**config.mk**
```make
export PLATFORM = sky130hd
export DESIGN_NAME = exec_stage
export DESIGN_NICKNAME = d
export VERILOG_FILES = /design/src/rtl/exec_stage.sv
export SDC_FILE = /design/constraint.sdc
export NUM_CORES = 1
export LEC_CHECK = 0
export ABC_AREA = 1
export CAP_MARGIN = 25
export CORE_ASPECT_RATIO = 1.2
export CORE_MARGIN = 4
export CORE_UTILIZATION = 48
export DETAILED_ROUTE_END_ITERATION = 8
export DONT_BUFFER_PORTS = 1
export MAX_ROUTING_LAYER = met4
export PLACE_DENSITY_LB_ADDON = 0.3
export RECOVER_POWER = 100
export SLEW_MARGIN = 15
export SYNTH_ARGS = -nofsm -noshare
export SYNTH_HDL_FRONTEND = slang
export SYNTH_SLANG_ARGS = --single-unit
export TNS_END_PERCENT = 30
```
**constraint.sdc**
```tcl
create_clock -name clk -period 1.56 [get_ports clk]
set_input_delay 0.234 -clock clk [delete_from_list [all_inputs] [get_ports clk]]
set_output_delay 0.234 -clock clk [all_outputs]
set_load 0.02 [all_outputs]
```
**src/rtl/exec_stage.sv**
```systemverilog
// ============================================================================
// exec_stage : registers operands into a combinational ALU, owns the flags,
//              resolves jumps and emits a registered writeback packet.
//              Optional shift-add multiplier: define EXEC_MUL_EN.
// Revision   : 1.0  initial release
// ============================================================================
`default_nettype none

`ifndef OP_NOP
`define OP_NOP 5'd0
`define OP_LD  5'd1
`define OP_STR 5'd2
`define OP_NOT 5'd3
`define OP_AND 5'd4
`define OP_OR  5'd5
`define OP_XOR 5'd6
`define OP_NEG 5'd7
`define OP_ADD 5'd8
`define OP_SUB 5'd9
`define OP_MUL 5'd10
`define OP_DIV 5'd11
`define OP_MOD 5'd12
`define OP_JMP 5'd13
`define OP_JC  5'd14
`define OP_JS  5'd15
`define OP_JO  5'd16
`define OP_JZ  5'd17
`define OP_HLT 5'd18
`endif

module exec_stage #(
  parameter int BITS_DATA = 32,
  parameter int BITS_REG  = 4
) (
  input  logic                 clk,
  input  logic                 reset_n,
  input  logic                 in_valid,
  output logic                 in_ready,
  input  logic [4:0]           in_opcode,
  input  logic [BITS_DATA-1:0] in_a,
  input  logic [BITS_DATA-1:0] in_b,
  input  logic [BITS_REG-1:0]  in_dest,
  output logic [BITS_DATA-1:0] alu_operando_a,
  output logic [BITS_DATA-1:0] alu_operando_b,
  output logic [4:0]           alu_opcode,
  input  logic [BITS_DATA-1:0] alu_resultado,
  input  logic                 alu_C,
  input  logic                 alu_S,
  input  logic                 alu_O,
  input  logic                 alu_Z,
  output logic                 out_valid,
  input  logic                 out_ready,
  output logic [BITS_DATA-1:0] out_result,
  output logic [BITS_REG-1:0]  out_dest,
  output logic                 out_we,
  output logic                 out_branch,
  output logic                 out_illegal,
  output logic                 flag_C,
  output logic                 flag_S,
  output logic                 flag_O,
  output logic                 flag_Z,
  output logic                 halted
);

  localparam logic [2:0] S_IDLE = 3'd0;
  localparam logic [2:0] S_EXEC = 3'd1;
  localparam logic [2:0] S_OUT  = 3'd2;
  localparam logic [2:0] S_HALT = 3'd3;
`ifdef EXEC_MUL_EN
  localparam logic [2:0] S_MUL  = 3'd4;
  localparam int CNT_W = (BITS_DATA > 1) ? $clog2(BITS_DATA) : 1;
  localparam logic [CNT_W-1:0] CNT_LAST = CNT_W'(BITS_DATA - 1);
`endif

  logic [2:0]           state_q, state_d;
  logic [BITS_DATA-1:0] opa_q, opa_d;
  logic [BITS_DATA-1:0] opb_q, opb_d;
  logic [4:0]           op_q, op_d;
  logic [BITS_REG-1:0]  dest_q, dest_d;
  logic                 out_valid_q, out_valid_d;
  logic [BITS_DATA-1:0] out_result_q, out_result_d;
  logic [BITS_REG-1:0]  out_dest_q, out_dest_d;
  logic                 out_we_q, out_we_d;
  logic                 out_branch_q, out_branch_d;
  logic                 out_illegal_q, out_illegal_d;
  logic [3:0]           flags_q, flags_d;  // {C, S, O, Z}
  logic                 halted_q, halted_d;
  logic                 w_accept;

`ifdef EXEC_MUL_EN
  logic [2*BITS_DATA-1:0] mcand_q, mcand_d;
  logic [2*BITS_DATA-1:0] prod_q, prod_d;
  logic [2*BITS_DATA-1:0] w_prod_next;
  logic [BITS_DATA-1:0]   mplier_q, mplier_d;
  logic [CNT_W-1:0]       cnt_q, cnt_d;

  assign w_prod_next = prod_q + (mplier_q[0] ? mcand_q : '0);
`endif

  // In OUT the packet drains and a new instruction enters on the same edge.
  assign in_ready = (state_q == S_IDLE) || ((state_q == S_OUT) && out_ready);
  assign w_accept = in_valid && in_ready;

  always_ff @(posedge clk or negedge reset_n) begin
    if (!reset_n) begin
      state_q       <= S_IDLE;
      opa_q         <= '0;
      opb_q         <= '0;
      op_q          <= `OP_NOP;
      dest_q        <= '0;
      out_valid_q   <= 1'b0;
      out_result_q  <= '0;
      out_dest_q    <= '0;
      out_we_q      <= 1'b0;
      out_branch_q  <= 1'b0;
      out_illegal_q <= 1'b0;
      flags_q       <= 4'b0000;
      halted_q      <= 1'b0;
`ifdef EXEC_MUL_EN
      mcand_q       <= '0;
      prod_q        <= '0;
      mplier_q      <= '0;
      cnt_q         <= '0;
`endif
    end else begin
      state_q       <= state_d;
      opa_q         <= opa_d;
      opb_q         <= opb_d;
      op_q          <= op_d;
      dest_q        <= dest_d;
      out_valid_q   <= out_valid_d;
      out_result_q  <= out_result_d;
      out_dest_q    <= out_dest_d;
      out_we_q      <= out_we_d;
      out_branch_q  <= out_branch_d;
      out_illegal_q <= out_illegal_d;
      flags_q       <= flags_d;
      halted_q      <= halted_d;
`ifdef EXEC_MUL_EN
      mcand_q       <= mcand_d;
      prod_q        <= prod_d;
      mplier_q      <= mplier_d;
      cnt_q         <= cnt_d;
`endif
    end
  end

  always_comb begin
    state_d = state_q;
    case (state_q)
      S_IDLE: if (in_valid) state_d = S_EXEC;
      S_EXEC: begin
        if (op_q == `OP_HLT) state_d = S_HALT;
        else                 state_d = S_OUT;
`ifdef EXEC_MUL_EN
        if (op_q == `OP_MUL) state_d = S_MUL;
`endif
      end
`ifdef EXEC_MUL_EN
      S_MUL:  if (cnt_q == CNT_LAST) state_d = S_OUT;
`endif
      S_OUT:  if (out_ready) state_d = in_valid ? S_EXEC : S_IDLE;
      S_HALT: state_d = S_HALT;
      default: state_d = S_IDLE;
    endcase
  end

  always_comb begin
    opa_d         = opa_q;
    opb_d         = opb_q;
    op_d          = op_q;
    dest_d        = dest_q;
    out_valid_d   = out_valid_q;
    out_result_d  = out_result_q;
    out_dest_d    = out_dest_q;
    out_we_d      = out_we_q;
    out_branch_d  = out_branch_q;
    out_illegal_d = out_illegal_q;
    flags_d       = flags_q;
    halted_d      = halted_q;
`ifdef EXEC_MUL_EN
    mcand_d       = mcand_q;
    prod_d        = prod_q;
    mplier_d      = mplier_q;
    cnt_d         = cnt_q;
`endif

    if (w_accept) begin
      opa_d  = in_a;
      opb_d  = in_b;
      op_d   = in_opcode;
      dest_d = in_dest;
    end

    case (state_q)
      S_EXEC: begin
        out_valid_d   = 1'b1;
        out_dest_d    = dest_q;
        out_result_d  = '0;
        out_we_d      = 1'b0;
        out_branch_d  = 1'b0;
        out_illegal_d = 1'b0;
        case (op_q)
          `OP_NOT, `OP_AND, `OP_OR, `OP_NEG, `OP_ADD, `OP_SUB: begin
            out_result_d = alu_resultado;
            out_we_d     = 1'b1;
            flags_d      = {alu_C, alu_S, alu_O, alu_Z};
          end
          `OP_JMP: begin
            out_result_d = opa_q;
            out_branch_d = 1'b1;
          end
          `OP_JC: begin
            out_result_d = opa_q;
            out_branch_d = flags_q[3];
          end
          `OP_JS: begin
            out_result_d = opa_q;
            out_branch_d = flags_q[2];
          end
          `OP_JO: begin
            out_result_d = opa_q;
            out_branch_d = flags_q[1];
          end
          `OP_JZ: begin
            out_result_d = opa_q;
            out_branch_d = flags_q[0];
          end
          `OP_NOP: ;
          `OP_HLT: begin
            out_valid_d = 1'b0;
            halted_d    = 1'b1;
          end
`ifdef EXEC_MUL_EN
          `OP_MUL: begin
            out_valid_d = 1'b0;
            mcand_d     = {{BITS_DATA{1'b0}}, opa_q};
            mplier_d    = opb_q;
            prod_d      = '0;
            cnt_d       = '0;
          end
`endif
          // ALU output is never trusted for ops this stage cannot execute.
          default: out_illegal_d = 1'b1;
        endcase
      end
`ifdef EXEC_MUL_EN
      S_MUL: begin
        prod_d   = w_prod_next;
        mcand_d  = mcand_q << 1;
        mplier_d = mplier_q >> 1;
        cnt_d    = cnt_q + 1'b1;
        if (cnt_q == CNT_LAST) begin
          out_valid_d  = 1'b1;
          out_we_d     = 1'b1;
          out_result_d = w_prod_next[BITS_DATA-1:0];
          flags_d      = {|w_prod_next[2*BITS_DATA-1:BITS_DATA],
                          w_prod_next[BITS_DATA-1],
                          |w_prod_next[2*BITS_DATA-1:BITS_DATA],
                          (w_prod_next[BITS_DATA-1:0] == '0)};
        end
      end
`endif
      S_OUT: if (out_ready) out_valid_d = 1'b0;
      default: ;
    endcase
  end

  assign alu_operando_a = opa_q;
  assign alu_operando_b = opb_q;
  assign alu_opcode     = op_q;
  assign out_valid      = out_valid_q;
  assign out_result     = out_result_q;
  assign out_dest       = out_dest_q;
  assign out_we         = out_we_q;
  assign out_branch     = out_branch_q;
  assign out_illegal    = out_illegal_q;
  assign flag_C         = flags_q[3];
  assign flag_S         = flags_q[2];
  assign flag_O         = flags_q[1];
  assign flag_Z         = flags_q[0];
  assign halted         = halted_q;

endmodule

`default_nettype wire

```
# Yosys cells after proc, flatten, opt, wreduce, memory -nomap -nowiden
# Index checks and enable logic that the tools add are counted.
# classes
eq_ne,17
muxes,12
n_reduce_logical,13
# op_table
op,n
$pmux 32 s2,1
$eq 5x4->1 const B,5
$eq 5x3->1 const B,3
$eq 5x5->1 const B,3
$reduce_or 13->1,1
$pmux 3 s4,1
$reduce_and 2->1,4
$eq 3x2->1 const B,2
$mux 1,6
$mux 3,2
$reduce_or 6->1,1
$eq 5x2->1 const B,1
$logic_not 5->1,1
$pmux 1 s5,1
$reduce_or 5->1,1
$ne 2x2->1 const B,2
$eq 3x1->1 const B,1
$logic_not 3->1,1
$logic_and 1x1->1,2
$pmux 1 s2,1
$reduce_bool 2->1,1
$logic_or 1x1->1,1
# word_totals
ff_bits,121
inputBits,113
out_inout_bits,115
wordCells,55

# Logic depth before layout (Yosys ltp)
# depth
word_depth,4
ltp_mapped,9

# Least setup slack after synthesis
# No wires, ideal clock.
# synth_timing
kind,reg2reg
from,register op_q[2] (netlist: alu_opcode[2])
to,register out_result_q[29] (netlist: out_result[29])
setup_ns,0.069
arrival_ns,1.287
required_ns,1.491
setup_slack_ns,0.204
stages_incl_launch_ff,8
period_less_slack_ns,1.356
path_cell_list,dfrtp_1 buf_2 nor2_1 nand3_1 o21ai_2 buf_4 nand3_1 nand3_1
# synth_between
elab_chain_cells,3
# synth_rtl
element,line_no,rtl
start: declaration,78,"logic [4:0] op_q, op_d;"
start signal: assignment,109,op_q <= `OP_NOP;
start signal: assignment,129,op_q <= op_d;
"$eq 5x2->1, or another cell as far along",203,case (op_q)
$reduce_or 6->1 / $reduce_or 5->1 (equally long branches),n/a,
$pmux 32 s2 (*),203,
end signal: assignment,132,out_result_q <= out_result_d;
end: declaration,81,"logic [BITS_DATA-1:0] out_result_q, out_result_d;"
# Mark *: on every way between the ends. The rest lies on a longest branch, timed or not.
# A chain may end at the register's enable or synchronous reset.

# Final worst setup path
# layout_timing
from,register state_q[1]
to,output in_ready
# layout_between
elab_chain_cells,3
# layout_rtl
element,line_no,rtl
start: declaration,75,"logic [2:0] state_q, state_d;"
start signal: assignment,126,state_q <= state_d;
$eq 3x2->1,101,assign in_ready = (state_q == S_IDLE) || ((state_q == S_OUT) && out_ready);
$logic_and 1x1->1,101,
$logic_or 1x1->1 (*),101,
end: declaration,38,"output logic in_ready,"
# Marks and branches as above.

==> results.sh <==
export IMPL_outcome="complete, but fails checks"
export IMPL_violations="hold timing"
export IMPL_worst_clock_skew_ns=0.0174
export IMPL_critPathCaptureType="output pin"
export IMPL_synth_cells=588
export IMPL_diodes=0
export IMPL_p_per_area_nw_per_um2=1050
export IMPL_synth_fa_ha_area_share_pct=0
export IMPL_synth_area_sq_um=5130
export IMPL_synthSimpleGateAreaFrac_pct=34.7
export IMPL_syn_nets=701
export IMPL_drtIter0Drc=321
export IMPL_ctsHoldBuffers=106
export IMPL_clock_latency_ns=0.41
export IMPL_worst_pin_slew_ns=0.451
export IMPL_overflow=0
export IMPL_grt_pass1_wl_um=25700
export IMPL_drt_wirelength_per_cell_um=19.5
export IMPL_synthTopCellsByArea="dfrtp_1 (59%), nand3_1 (16%), nand2_1 (15%)"
export IMPL_period_share_pct=94.1
export IMPL_synth_seq_cells=120
export IMPL_ant_nets=0
export IMPL_yosysSeqAreaShare_pct=58.5
export IMPL_num_fill_cells=741
export IMPL_antenna_found_initial=0
export IMPL_synthMuxAreaShare_pct=0
export IMPL_fmax_mhz=681
export IMPL_crit_fanout=12
export IMPL_wirelength_um=16300
export IMPL_synth_compound_area_share_pct=1.68
export IMPL_slew_viol_final=0
export IMPL_stdcell_area_sq_um=6980
export IMPL_initial_core_util_pct=49.0
export IMPL_numCtsBuffers=17
export IMPL_syn_area_per_cell_sq_um=8.73
export IMPL_setup_tns_ns=0
export IMPL_ys_warn_count=0
export IMPL_clk_pin_slew_ns=0.06
export IMPL_die_h_um=121
export IMPL_viasPerCell=5.70
export IMPL_die_w_um=102
export IMPL_leakage_nw=3.40
export IMPL_cts_path_max_buffers=2
export IMPL_pre_cts_slack_ns=0.192
export IMPL_place_gp_congestion=0.846
export IMPL_cts_htree_levels=4
export IMPL_slew_headroom_pct=69.9
export IMPL_synth_top_area_cell="dfrtp_1"
export IMPL_vias=4752
export IMPL_setup_slack_ns=0.0926
export IMPL_hpwl_um=9150
export IMPL_cts_root_buf="clkbuf_16"
export IMPL_grt_pass1_vias=4989
export IMPL_synth_cell_types=21
export IMPL_port_buffers=0
export IMPL_coreArea_sq_um=10500
export IMPL_placed_area_sq_um=5270
export IMPL_cp_start_kind="flop"
export IMPL_rsz0062_at_grt="false"
export IMPL_holdWs_ns=-0.469
export IMPL_period_minus_slack_ns=1.47
export IMPL_area_growth_pct=36.1
export IMPL_die_area_sq_um=12400
export IMPL_first_pass_iters=6
export IMPL_hold_viol=120
export IMPL_cap_violations=0
export IMPL_grt_max_degree=121
export IMPL_synth_top_family_by_area="simple AND/OR/NAND/NOR gates"
export IMPL_cts_tree="done"
export IMPL_cts_sinks=120
export IMPL_cp_required_ns=1.33
export IMPL_boundaryPins=228
export IMPL_layout_nets=805
export IMPL_hp_class="primary input to asynchronous set/reset pin"
export IMPL_arrival_ns=1.23
export IMPL_post_route_drc_count=0
export IMPL_peakVddDrop_mv=0.566
export IMPL_setup_viol=0
export IMPL_rows=41
export IMPL_grt_usage_pct=27.7
export IMPL_crit_type="flop to output pin"
export IMPL_synth_top_area_share_pct=58.5
export IMPL_drive_above_1_share_pct=9.08
export IMPL_synth_xor_area_share_pct=0
-- critical path: stages (launching register included) --
cell	delay, ns
dfrtp_1	0.40
nand2_1	0.08
nand2_1	0.10
inv_4	0.10
buf_12	0.15
-- synth_stat cells --
master / number
inv_2: 5
o21ai_0: 2
nor2_1: 17
nand2_4: 1
nand3_1: 164
buf_2: 18
o21ai_1: 4
buf_4: 4
dfrtp_1: 120
inv_1: 8
nor2_2: 1
buf_1: 8
a21oi_1: 8
nand2_1: 203
nor3_1: 1
o21ai_2: 1
clkbuf_1: 8
nor2_4: 1
buf_6: 3
o21bai_1: 1
nand3_2: 10
-- metrics by stage --
step | instances | util, % | power (W) | hold WS (ns)
floorplan | 588 | - | 0.00319 | -0.0616
CTS | 831 | 67.0 | 0.00737 | -0.492
global route | 834 | 66.7 | 0.00754 | -0.497
detailed placement | 691 | 50.3 | 0.00317 | -0.0582
finish | 834 | 66.7 | 0.00731 | -0.469
global placement | 691 | 50.3 | 0.00317 | -0.0584
-- worst paths after layout --
path	start	end	slack (ns)	cells after the start
worst min register to register	state_q[0]$_DFFE_PN0P_	state_q[0]$_DFFE_PN0P_	0.52	2
worst min-delay path	reset_n	flags_q[2]$_DFFE_PN0P_	-0.47	0
worst max register to register	state_q[1]$_DFFE_PN0P_	alu_opcode[4]$_DFFE_PN0P_	0.12	7
worst max-delay path	state_q[1]$_DFFE_PN0P_	in_ready	0.09	4
min in group clk	in_valid	alu_opcode[2]$_DFFE_PN0P_	0.01	2
max in group asynchronous	reset_n	out_result[19]$_DFFE_PN0N_	1.88	0
-- per-layer routing --
metal / wire (um) / GRT usage, %
met5: 0 / -
met4: 347 / 11.3
met3: 1500 / 7.30
met2: 8640 / 46.0
met1: 5810 / 31.7
-- repair_timing --
action | CTS | global route
hold endpoints to repair | 223 | 120
gates resized for setup | 1 | 1
setup endpoints to repair | 1 | 2
gates cloned | 2 | 0
buffers inserted | 0 | 3
-- registers in the layout, indices dropped and copies added (netlist names) --
name,count
out_dest,4
out_we,1
out_branch,1
out_illegal,1
halted,1
alu_operando_b,32
flags_q,4
state_q,2
alu_opcode,5
out_valid,1
alu_operando_a,32
dest_q,4
out_result,32
-- area by class of cell --
cell class	instances	area, sq um	area share, %
repair buffers	126	1320	18.8
multi-input cells	414	1850	26.5
well taps	129	161	2.31
inverters	13	51.3	0.735
clock buffers	21	450	6.45
clock inverters	11	149	2.13
flip-flops and latches	120	3000	43.0
-- kinds of logic after synthesis --
kind of cell | after synthesis
and+or+nand+nor | 398
DFF | 120
buffers and inverters | 54
AOI/OAI and AO/OA | 16
-- cells in the final DEF, fill, tap and decap left out --
cell           synthesis  routed
inv_4                  0       1
clkbuf_16              0      17
o21ai_1                4       2
dfrtp_1              120     120
clkinv_2               0       2
inv_1                  8       8
clkbuf_8               0       1
clkbuf_2               0       2
nand3_1              164     165
dlygate4sd3_1          0     105
o21ai_2                1       1
nor2_1                17      16
a21oi_1                8       8
buf_16                 0       1
inv_2                  5       4
buf_4                  4       5
clkbuf_4               0       1
buf_6                  3       2
bufbuf_16              0       2
clkinvlp_4             0       3
bufinv_16              0       3
buf_12                 0       4
o21ai_0                2       4
nor2_2                 1       3
clkbuf_1               8       7
nand3_2               10       9
nand2_1              203     204
clkinv_4               0       3
o21bai_1               1       1
nor3_1                 1       1
-- power breakdown --
group          internal [W]  leakage [nW]  switching [W]
registers           0.00312          1.43              0
clock network       0.00255         0.283        0.00137
logic              0.000185          1.68      0.0000828
total               0.00585          3.40        0.00145
Power figures use the tool's default switching activity.
